==> src/rtl/sys_cmd_host_pkg.sv <==
`default_nettype none
// ============================================================================
// Module      : sys_cmd_host_pkg
// Description : Shared command codes, command-type enum and per-type frame and
//               response lengths for the UART register/ALU command host.
// Revision    : 1.0 - initial release
// ============================================================================
package sys_cmd_host_pkg;

    // Leading byte of each frame on the wire
    localparam logic [7:0] CMD_RF_WR   = 8'hAA;
    localparam logic [7:0] CMD_RF_RD   = 8'hBB;
    localparam logic [7:0] CMD_ALU_OP  = 8'hCC;
    localparam logic [7:0] CMD_ALU_NOP = 8'hDD;

    // Parallel command type as presented on cmd_type
    typedef enum logic [1:0] {
        CT_RF_WR   = 2'd0,
        CT_RF_RD   = 2'd1,
        CT_ALU_OP  = 2'd2,
        CT_ALU_NOP = 2'd3
    } cmd_type_e;

    // Bytes sent per frame, including the command byte
    localparam logic [2:0] FRAME_LEN_RF_WR   = 3'd3;
    localparam logic [2:0] FRAME_LEN_RF_RD   = 3'd2;
    localparam logic [2:0] FRAME_LEN_ALU_OP  = 3'd4;
    localparam logic [2:0] FRAME_LEN_ALU_NOP = 3'd2;

    // Response bytes expected back per command
    localparam logic [1:0] RSP_LEN_RF_WR   = 2'd0;
    localparam logic [1:0] RSP_LEN_RF_RD   = 2'd1;
    localparam logic [1:0] RSP_LEN_ALU_OP  = 2'd2;
    localparam logic [1:0] RSP_LEN_ALU_NOP = 2'd2;

    function automatic logic [7:0] cmd_code(input cmd_type_e t);
        logic [7:0] code;
        case (t)
            CT_RF_WR:  code = CMD_RF_WR;
            CT_RF_RD:  code = CMD_RF_RD;
            CT_ALU_OP: code = CMD_ALU_OP;
            default:   code = CMD_ALU_NOP;
        endcase
        return code;
    endfunction

    function automatic logic [2:0] frame_len(input cmd_type_e t);
        logic [2:0] len;
        case (t)
            CT_RF_WR:  len = FRAME_LEN_RF_WR;
            CT_RF_RD:  len = FRAME_LEN_RF_RD;
            CT_ALU_OP: len = FRAME_LEN_ALU_OP;
            default:   len = FRAME_LEN_ALU_NOP;
        endcase
        return len;
    endfunction

    function automatic logic [1:0] rsp_len(input cmd_type_e t);
        logic [1:0] len;
        case (t)
            CT_RF_WR:  len = RSP_LEN_RF_WR;
            CT_RF_RD:  len = RSP_LEN_RF_RD;
            CT_ALU_OP: len = RSP_LEN_ALU_OP;
            default:   len = RSP_LEN_ALU_NOP;
        endcase
        return len;
    endfunction

endpackage
`default_nettype wire

==> src/rtl/sys_cmd_host_timer.sv <==
`default_nettype none
// ============================================================================
// Module      : host_rsp_timer
// Description : Loadable down-counter guarding the gap between response
//               bytes. o_expire flags the decrement that lands on zero, so a
//               load of N aborts after N consecutive idle cycles.
// Revision    : 1.0 - initial release
// ============================================================================
module host_rsp_timer #(
    parameter int WIDTH = 16,
    parameter int LOAD  = 65535
) (
    input  logic clk,
    input  logic rst,
    input  logic i_load,
    input  logic i_dec,
    output logic o_expire
);

    localparam logic [WIDTH-1:0] c_load = WIDTH'(LOAD);
    localparam logic [WIDTH-1:0] c_one  = WIDTH'(1);

    logic [WIDTH-1:0] r_count;

    // Reload has priority over decrement; the count parks at zero
    always_ff @(posedge clk or posedge rst) begin
        if (rst) begin
            r_count <= '0;
        end else if (i_load) begin
            r_count <= c_load;
        end else if (i_dec && (r_count != '0)) begin
            r_count <= r_count - c_one;
        end
    end

    assign o_expire = i_dec && !i_load && (r_count == c_one);

endmodule
`default_nettype wire

==> src/rtl/sys_cmd_host.sv <==
`default_nettype none
// ============================================================================
// Module      : sys_cmd_host
// Description : Host-side command initiator. Serializes one parallel command
//               into the UART register/ALU protocol byte stream and collects
//               the response bytes into one parallel response.
// Revision    : 1.0 - initial release
// ============================================================================
module sys_cmd_host
    import sys_cmd_host_pkg::*;
#(
    parameter int DATA_WIDTH  = 8,
    parameter int RF_ADDR     = 4,
    parameter int TIMEOUT_CYC = 65535
) (
    input  logic                    CLK,
    input  logic                    RST,
    input  logic                    cmd_valid,
    output logic                    cmd_ready,
    input  logic [1:0]              cmd_type,
    input  logic [RF_ADDR-1:0]      cmd_addr,
    input  logic [DATA_WIDTH-1:0]   cmd_op_a,
    input  logic [DATA_WIDTH-1:0]   cmd_op_b,
    input  logic [3:0]              cmd_fun,
    output logic [DATA_WIDTH-1:0]   tx_data,
    output logic                    tx_valid,
    input  logic                    tx_ready,
    input  logic [DATA_WIDTH-1:0]   rx_data,
    input  logic                    rx_valid,
    output logic                    rsp_valid,
    output logic [2*DATA_WIDTH-1:0] rsp_data,
    output logic                    rsp_timeout
);

    localparam int c_tmr_w = $clog2(TIMEOUT_CYC + 1);

    typedef enum logic [1:0] {
        ST_IDLE     = 2'd0,
        ST_SEND     = 2'd1,
        ST_WAIT_RSP = 2'd2,
        ST_DONE     = 2'd3
    } state_e;

    state_e                  r_state;
    cmd_type_e               r_type;
    logic [RF_ADDR-1:0]      r_addr;
    logic [DATA_WIDTH-1:0]   r_op_a;
    logic [DATA_WIDTH-1:0]   r_op_b;
    logic [3:0]              r_fun;
    logic [2:0]              r_idx;
    logic [1:0]              r_rx_cnt;
    logic                    r_cmd_ready;
    logic                    r_tx_valid;
    logic [DATA_WIDTH-1:0]   r_tx_data;
    logic                    r_rsp_valid;
    logic [2*DATA_WIDTH-1:0] r_rsp_data;
    logic                    r_rsp_timeout;

    logic      w_accept;
    logic      w_tx_fire;
    logic      w_last_byte;
    logic      w_rx_last;
    logic [1:0] w_rsp_len;
    logic      w_tmr_load;
    logic      w_tmr_dec;
    logic      w_tmr_expire;

    // Byte idx of a frame; index 0 is always the command code
    function automatic logic [DATA_WIDTH-1:0] f_frame_byte(
        input cmd_type_e             t,
        input logic [RF_ADDR-1:0]    addr,
        input logic [DATA_WIDTH-1:0] op_a,
        input logic [DATA_WIDTH-1:0] op_b,
        input logic [3:0]            fun,
        input logic [2:0]            idx
    );
        logic [DATA_WIDTH-1:0] b;
        b = '0;
        if (idx == 3'd0) begin
            b = DATA_WIDTH'(cmd_code(t));
        end else begin
            case (t)
                CT_RF_WR:  b = (idx == 3'd1) ? DATA_WIDTH'(addr) : op_a;
                CT_RF_RD:  b = DATA_WIDTH'(addr);
                CT_ALU_OP: begin
                    case (idx)
                        3'd1:    b = op_a;
                        3'd2:    b = op_b;
                        default: b = DATA_WIDTH'(fun);
                    endcase
                end
                default:   b = DATA_WIDTH'(fun);
            endcase
        end
        return b;
    endfunction

    assign w_accept    = cmd_valid && r_cmd_ready && (r_state == ST_IDLE);
    assign w_tx_fire   = r_tx_valid && tx_ready;
    assign w_last_byte = (r_idx == (frame_len(r_type) - 3'd1));
    assign w_rsp_len   = rsp_len(r_type);
    assign w_rx_last   = ((r_rx_cnt + 2'd1) == w_rsp_len);

    // Timer reloads on entry to WAIT_RSP and on every received byte
    assign w_tmr_load = ((r_state == ST_SEND) && w_tx_fire && w_last_byte && (w_rsp_len != 2'd0))
                     || ((r_state == ST_WAIT_RSP) && rx_valid);
    assign w_tmr_dec  = (r_state == ST_WAIT_RSP) && !rx_valid;

    host_rsp_timer #(
        .WIDTH (c_tmr_w),
        .LOAD  (TIMEOUT_CYC)
    ) u_timer (
        .clk      (CLK),
        .rst      (RST),
        .i_load   (w_tmr_load),
        .i_dec    (w_tmr_dec),
        .o_expire (w_tmr_expire)
    );

    // Command FSM with registered handshake, TX and response outputs
    always_ff @(posedge CLK or posedge RST) begin
        if (RST) begin
            r_state       <= ST_IDLE;
            r_type        <= CT_RF_WR;
            r_addr        <= '0;
            r_op_a        <= '0;
            r_op_b        <= '0;
            r_fun         <= '0;
            r_idx         <= '0;
            r_rx_cnt      <= '0;
            r_cmd_ready   <= 1'b1;
            r_tx_valid    <= 1'b0;
            r_tx_data     <= '0;
            r_rsp_valid   <= 1'b0;
            r_rsp_data    <= '0;
            r_rsp_timeout <= 1'b0;
        end else begin
            r_rsp_valid <= 1'b0;
            case (r_state)
                ST_IDLE: begin
                    if (w_accept) begin
                        r_type        <= cmd_type_e'(cmd_type);
                        r_addr        <= cmd_addr;
                        r_op_a        <= cmd_op_a;
                        r_op_b        <= cmd_op_b;
                        r_fun         <= cmd_fun;
                        r_idx         <= 3'd0;
                        r_rx_cnt      <= 2'd0;
                        r_rsp_data    <= '0;
                        r_rsp_timeout <= 1'b0;
                        r_cmd_ready   <= 1'b0;
                        r_tx_valid    <= 1'b1;
                        r_tx_data     <= f_frame_byte(cmd_type_e'(cmd_type), cmd_addr,
                                                      cmd_op_a, cmd_op_b, cmd_fun, 3'd0);
                        r_state       <= ST_SEND;
                    end
                end
                ST_SEND: begin
                    if (w_tx_fire) begin
                        if (w_last_byte) begin
                            r_tx_valid <= 1'b0;
                            r_tx_data  <= '0;
                            if (w_rsp_len == 2'd0) begin
                                r_rsp_valid <= 1'b1;
                                r_state     <= ST_DONE;
                            end else begin
                                r_state <= ST_WAIT_RSP;
                            end
                        end else begin
                            r_idx     <= r_idx + 3'd1;
                            r_tx_data <= f_frame_byte(r_type, r_addr, r_op_a, r_op_b,
                                                      r_fun, r_idx + 3'd1);
                        end
                    end
                end
                ST_WAIT_RSP: begin
                    // A byte arriving on the expiring cycle takes precedence
                    if (rx_valid) begin
                        if (r_rx_cnt == 2'd0) begin
                            r_rsp_data[DATA_WIDTH-1:0] <= rx_data;
                        end else begin
                            r_rsp_data[2*DATA_WIDTH-1:DATA_WIDTH] <= rx_data;
                        end
                        r_rx_cnt <= r_rx_cnt + 2'd1;
                        if (w_rx_last) begin
                            r_rsp_valid <= 1'b1;
                            r_state     <= ST_DONE;
                        end
                    end else if (w_tmr_expire) begin
                        r_rsp_timeout <= 1'b1;
                        r_rsp_valid   <= 1'b1;
                        r_state       <= ST_DONE;
                    end
                end
                ST_DONE: begin
                    r_cmd_ready <= 1'b1;
                    r_state     <= ST_IDLE;
                end
                default: begin
                    r_state <= ST_IDLE;
                end
            endcase
        end
    end

    assign cmd_ready   = r_cmd_ready;
    assign tx_valid    = r_tx_valid;
    assign tx_data     = r_tx_data;
    assign rsp_valid   = r_rsp_valid;
    assign rsp_data    = r_rsp_data;
    assign rsp_timeout = r_rsp_timeout;

endmodule
`default_nettype wire

==> config.mk <==
export PLATFORM = sky130hd
export DESIGN_NAME = sys_cmd_host
export DESIGN_NICKNAME = d
export VERILOG_FILES = /design/src/rtl/sys_cmd_host_pkg.sv /design/src/rtl/sys_cmd_host_timer.sv /design/src/rtl/sys_cmd_host.sv
export SDC_FILE = /design/constraint.sdc
export NUM_CORES = 1
export LEC_CHECK = 0
export BUFFER_PORTS_ARGS = -buffer_cell sky130_fd_sc_hd__buf_2
export CORE_AREA = 2 2 86 88
export CTS_BUF_LIST = sky130_fd_sc_hd__clkbuf_8
export DETAILED_ROUTE_END_ITERATION = 6
export DIE_AREA = 0 0 88 90
export MAX_ROUTING_LAYER = met4
export PLACE_DENSITY = 0.81
export SYNTH_ARGS = -nofsm -noshare
export SYNTH_HDL_FRONTEND = slang
export SYNTH_HIERARCHICAL = 1
export SYNTH_SLANG_ARGS = --single-unit
export TNS_END_PERCENT = 10
==> constraint.sdc <==
create_clock -name CLK -period 4.3 [get_ports CLK]
set_clock_uncertainty 0.1 [all_clocks]
set_input_delay 0.215 -clock CLK [delete_from_list [all_inputs] [get_ports CLK]]
set_output_delay 0.215 -clock CLK [all_outputs]
set_load 0.1 [all_outputs]
==> flow_summary.yaml <==
drt:
  vias: 3331
  drt_pre_antenna_iters: 4
  post_drt_wl_per_cell_um: 15.5
  drt_iter0_drc: 189
  viasPerCell: 5.64
  wl_um: 9140
  ant_nets: 0
  remaining_drc_errors: 0
hold_path:
  hp-class: "in2reg"
synth:
  yosys_warnings: 6
  synth_area_um2: 3980
  yosys_most_used_dff: "dfrtp_1"
  synth.largest_area_cell: "dfrtp_1"
  synth_top_area_share_pct: 47.8
  yosysMostFrequentCell: "dfrtp_1"
  synth_area_per_cell_um2: 10.0
  ys_types: 59
  synthTopCellsByArea: "dfrtp_1 (48%), mux2_2 (7.6%), o21ai_0 (5.2%), nand2_1 (4.2%), ha_1 (3.5%)"
  async_reset_ff_share_pct: 100
  ys_top_cells_by_count: "dfrtp_1 (76), nand2_1 (45), o21ai_0 (41), mux2_2 (27)"
  synth-edff-count: 0
  syn-instance-count: 397
  ys_seq_elements: 77
  seq_area_frac_synth_pct: 48.5
  synthesis.nets: 447
sta:
  worst_slew_pin_slew_ns: 0.932
  finalHoldViolations: 0
  post-route-period-util_pct: 79.5
  fin_tns_setup_ns: 0
  timing.fmax_mhz: 292
  min_period_ns: 3.42
  rsz0062_at_grt: "false"
  finalSetupViolations: 0
  slew-limit-headroom_pct: 37.5
  fin_hold_ws_ns: 0.0149
  maxSlewViolCount: 0
  setup_ws_ns: 0.881
grt:
  grt_pass1_vias: 3400
  grt_max_degree: 62
  antenna_found_initial: 0
  grt_util_all_layers_pct: 25.9
  grt_pass1_wl_um: 15800
  grt_overflow: 0
critical_path:
  cp.required_ns: 4.44
  path_cells: "inv_1, ha_1, nand2b_1, or3_1, o21ai_0, buf_4, clkinv_1, nand4_1, nor4_1, nand2b_1, and3_1, a211o_1, mux2_2"
  critPathCaptureType: "register"
  cp-start-kind: "register"
  max_stage_delay_ns: 0.49
  arrival_ns: 3.56
  crit_top_cell: "nand2b_1"
  crit_fanout: 14
  path_class: "reg2reg"
  crit_family: "simple AND/OR/NAND/NOR gates"
  crit_buf_inv: 3
  slowest_stage: "ha_1"
floorplanning:
  num_rows: 31
  die_h_um: 90
  die_area_um2: 7920
  pin_count: 67
  coreArea_um2: 7020
  die_w_um: 88
  start_util_pct: 56.6
place:
  io_buffer_count: 66
  place.gp.congestion: 0.871
  dpl_worst_slack_ns: 0.922
  dpl_cell_area_um2: 4390
  dp.cells: 549
  hpwlAfterDp_um: 6250
power:
  p_leak_nw: 2.07
  power_mw: 3.77
  pwr_density_cell_nw_per_um2: 780
  max-vdd-ir-drop_mv: 0.466
clock_network:
  cts-root-buf: "clkbuf_8"
  path_clk_slew_ns: 0.09
  cts_hold_buf: 26
  post_cts_buffers: 0
  cts_resized: 0
  htree_levels: 3
  cts_tree: "built"
  cts_buffers: 9
  clockBufferDepth: 2
  clk_latency_ns: 0.36
  clock-sinks: 77
finish:
  fin_cells: 591
  drive_above_1_share_pct: 25.6
  regArea_um2: 1930
  syn_to_final_growth_pct: 21.5
  nets: 537
  antenna_cells: 0
  multi_input_area_um2: 1890
  fillCellCount: 536
  fin_area_um2: 4830
  post-route-util_pct: 68.8
flow_run:
  maxCapViolCount: 0
run_status:
  outcome: "finished clean"
[where the power goes]
part | switching [mW] | total [mW] | internal [mW]
Combinational | 1.46 | 2.07 | 0.611
Clock | 0.282 | 0.493 | 0.211
Sequential | 0.206 | 1.21 | 1.00
[cell usage in the layout, fill, tap and decap left out, drive strengths merged, types with 4 or more instances in the layout]
cell,instances
nor2,19
or4,4
xnor2,4
and3,4
o21ai,43
nand2,45
mux2i,6
a22oi,4
nand3,16
buf,72
o31ai,7
a21oi,10
inv,22
nor3,7
nor2b,6
ha,11
clkinvlp,4
dlygate4sd3,26
a221oi,4
mux2,27
dfrtp,76
or3,8
nor4,5
clkbuf,9
[flip-flops by register name (all words and copies together) (netlist names)]
signal and cells:
rsp_data 16, rsp_valid 1, tx_valid 1, r_fun 4, r_idx 3, r_op_a 8, rsp_timeout 1, r_addr 4
u_timer/r_count 16, cmd_ready 1, r_state 2, r_type 2, r_rx_cnt 2, tx_data 8, r_op_b 8
[final cells by class]
type,count,share of cell area [%]
Sequential cell,77,39.9
Multi-Input combinational cell,281,39.2
Timing Repair Buffer,98,13.2
Clock buffer,9,2.56
Tap cell,99,2.56
Inverter,20,1.55
Clock inverter,7,1.06
[logic make-up (layout without fill, tap and decap cells)]
kind of cell | Yosys count | in the layout | synth area share (%)
xor+xnor | 4 | 4 | 0.881
flops | 77 | 77 | 48.5
compound gates | 103 | 103 | 17.7
buf+inv | 39 | 134 | 3.90
fa+ha+maj | 11 | 11 | 3.46
mux | 33 | 33 | 9.16
simple gates | 130 | 130 | 16.4
[layer usage]
metal | vias up | routed length (µm) | global-route usage [%]
li1 | 1629 | - | -
met1 | 1587 | 3980 | 33.4
met2 | 96 | 4550 | 40.1
met3 | 19 | 432 | 6.15
met4 | 0 | 182 | 8.85
met5 | - | 0 | -
[final timing paths]
kind                                              start                             end  slack, ns  depth (start not counted)
max in group asynchronous                           RST        rsp_data[15]$_DFFE_PP0P_       3.04                          4
min in group asynchronous                           RST  u_timer/r_count[6]$_DFFE_PP0P_       0.39                          3
worst max-delay path             r_state[1]$_DFFE_PP0P_          r_state[1]$_DFFE_PP0P_       0.88                         13
worst min register to register  rsp_data[7]$_DFFE_PP0P_         rsp_data[7]$_DFFE_PP0P_       0.38                          2
worst max register to register   r_state[1]$_DFFE_PP0P_          r_state[1]$_DFFE_PP0P_       0.88                         13
worst min-delay path                         rx_data[5]         rsp_data[5]$_DFFE_PP0P_       0.01                          3
[tightest hold or removal path, cell delays in order]
cell and delay (ns):
buf_2 0.10, nand2_1 0.06, o21ai_0 0.06
(Power assumes the default switching activity.)
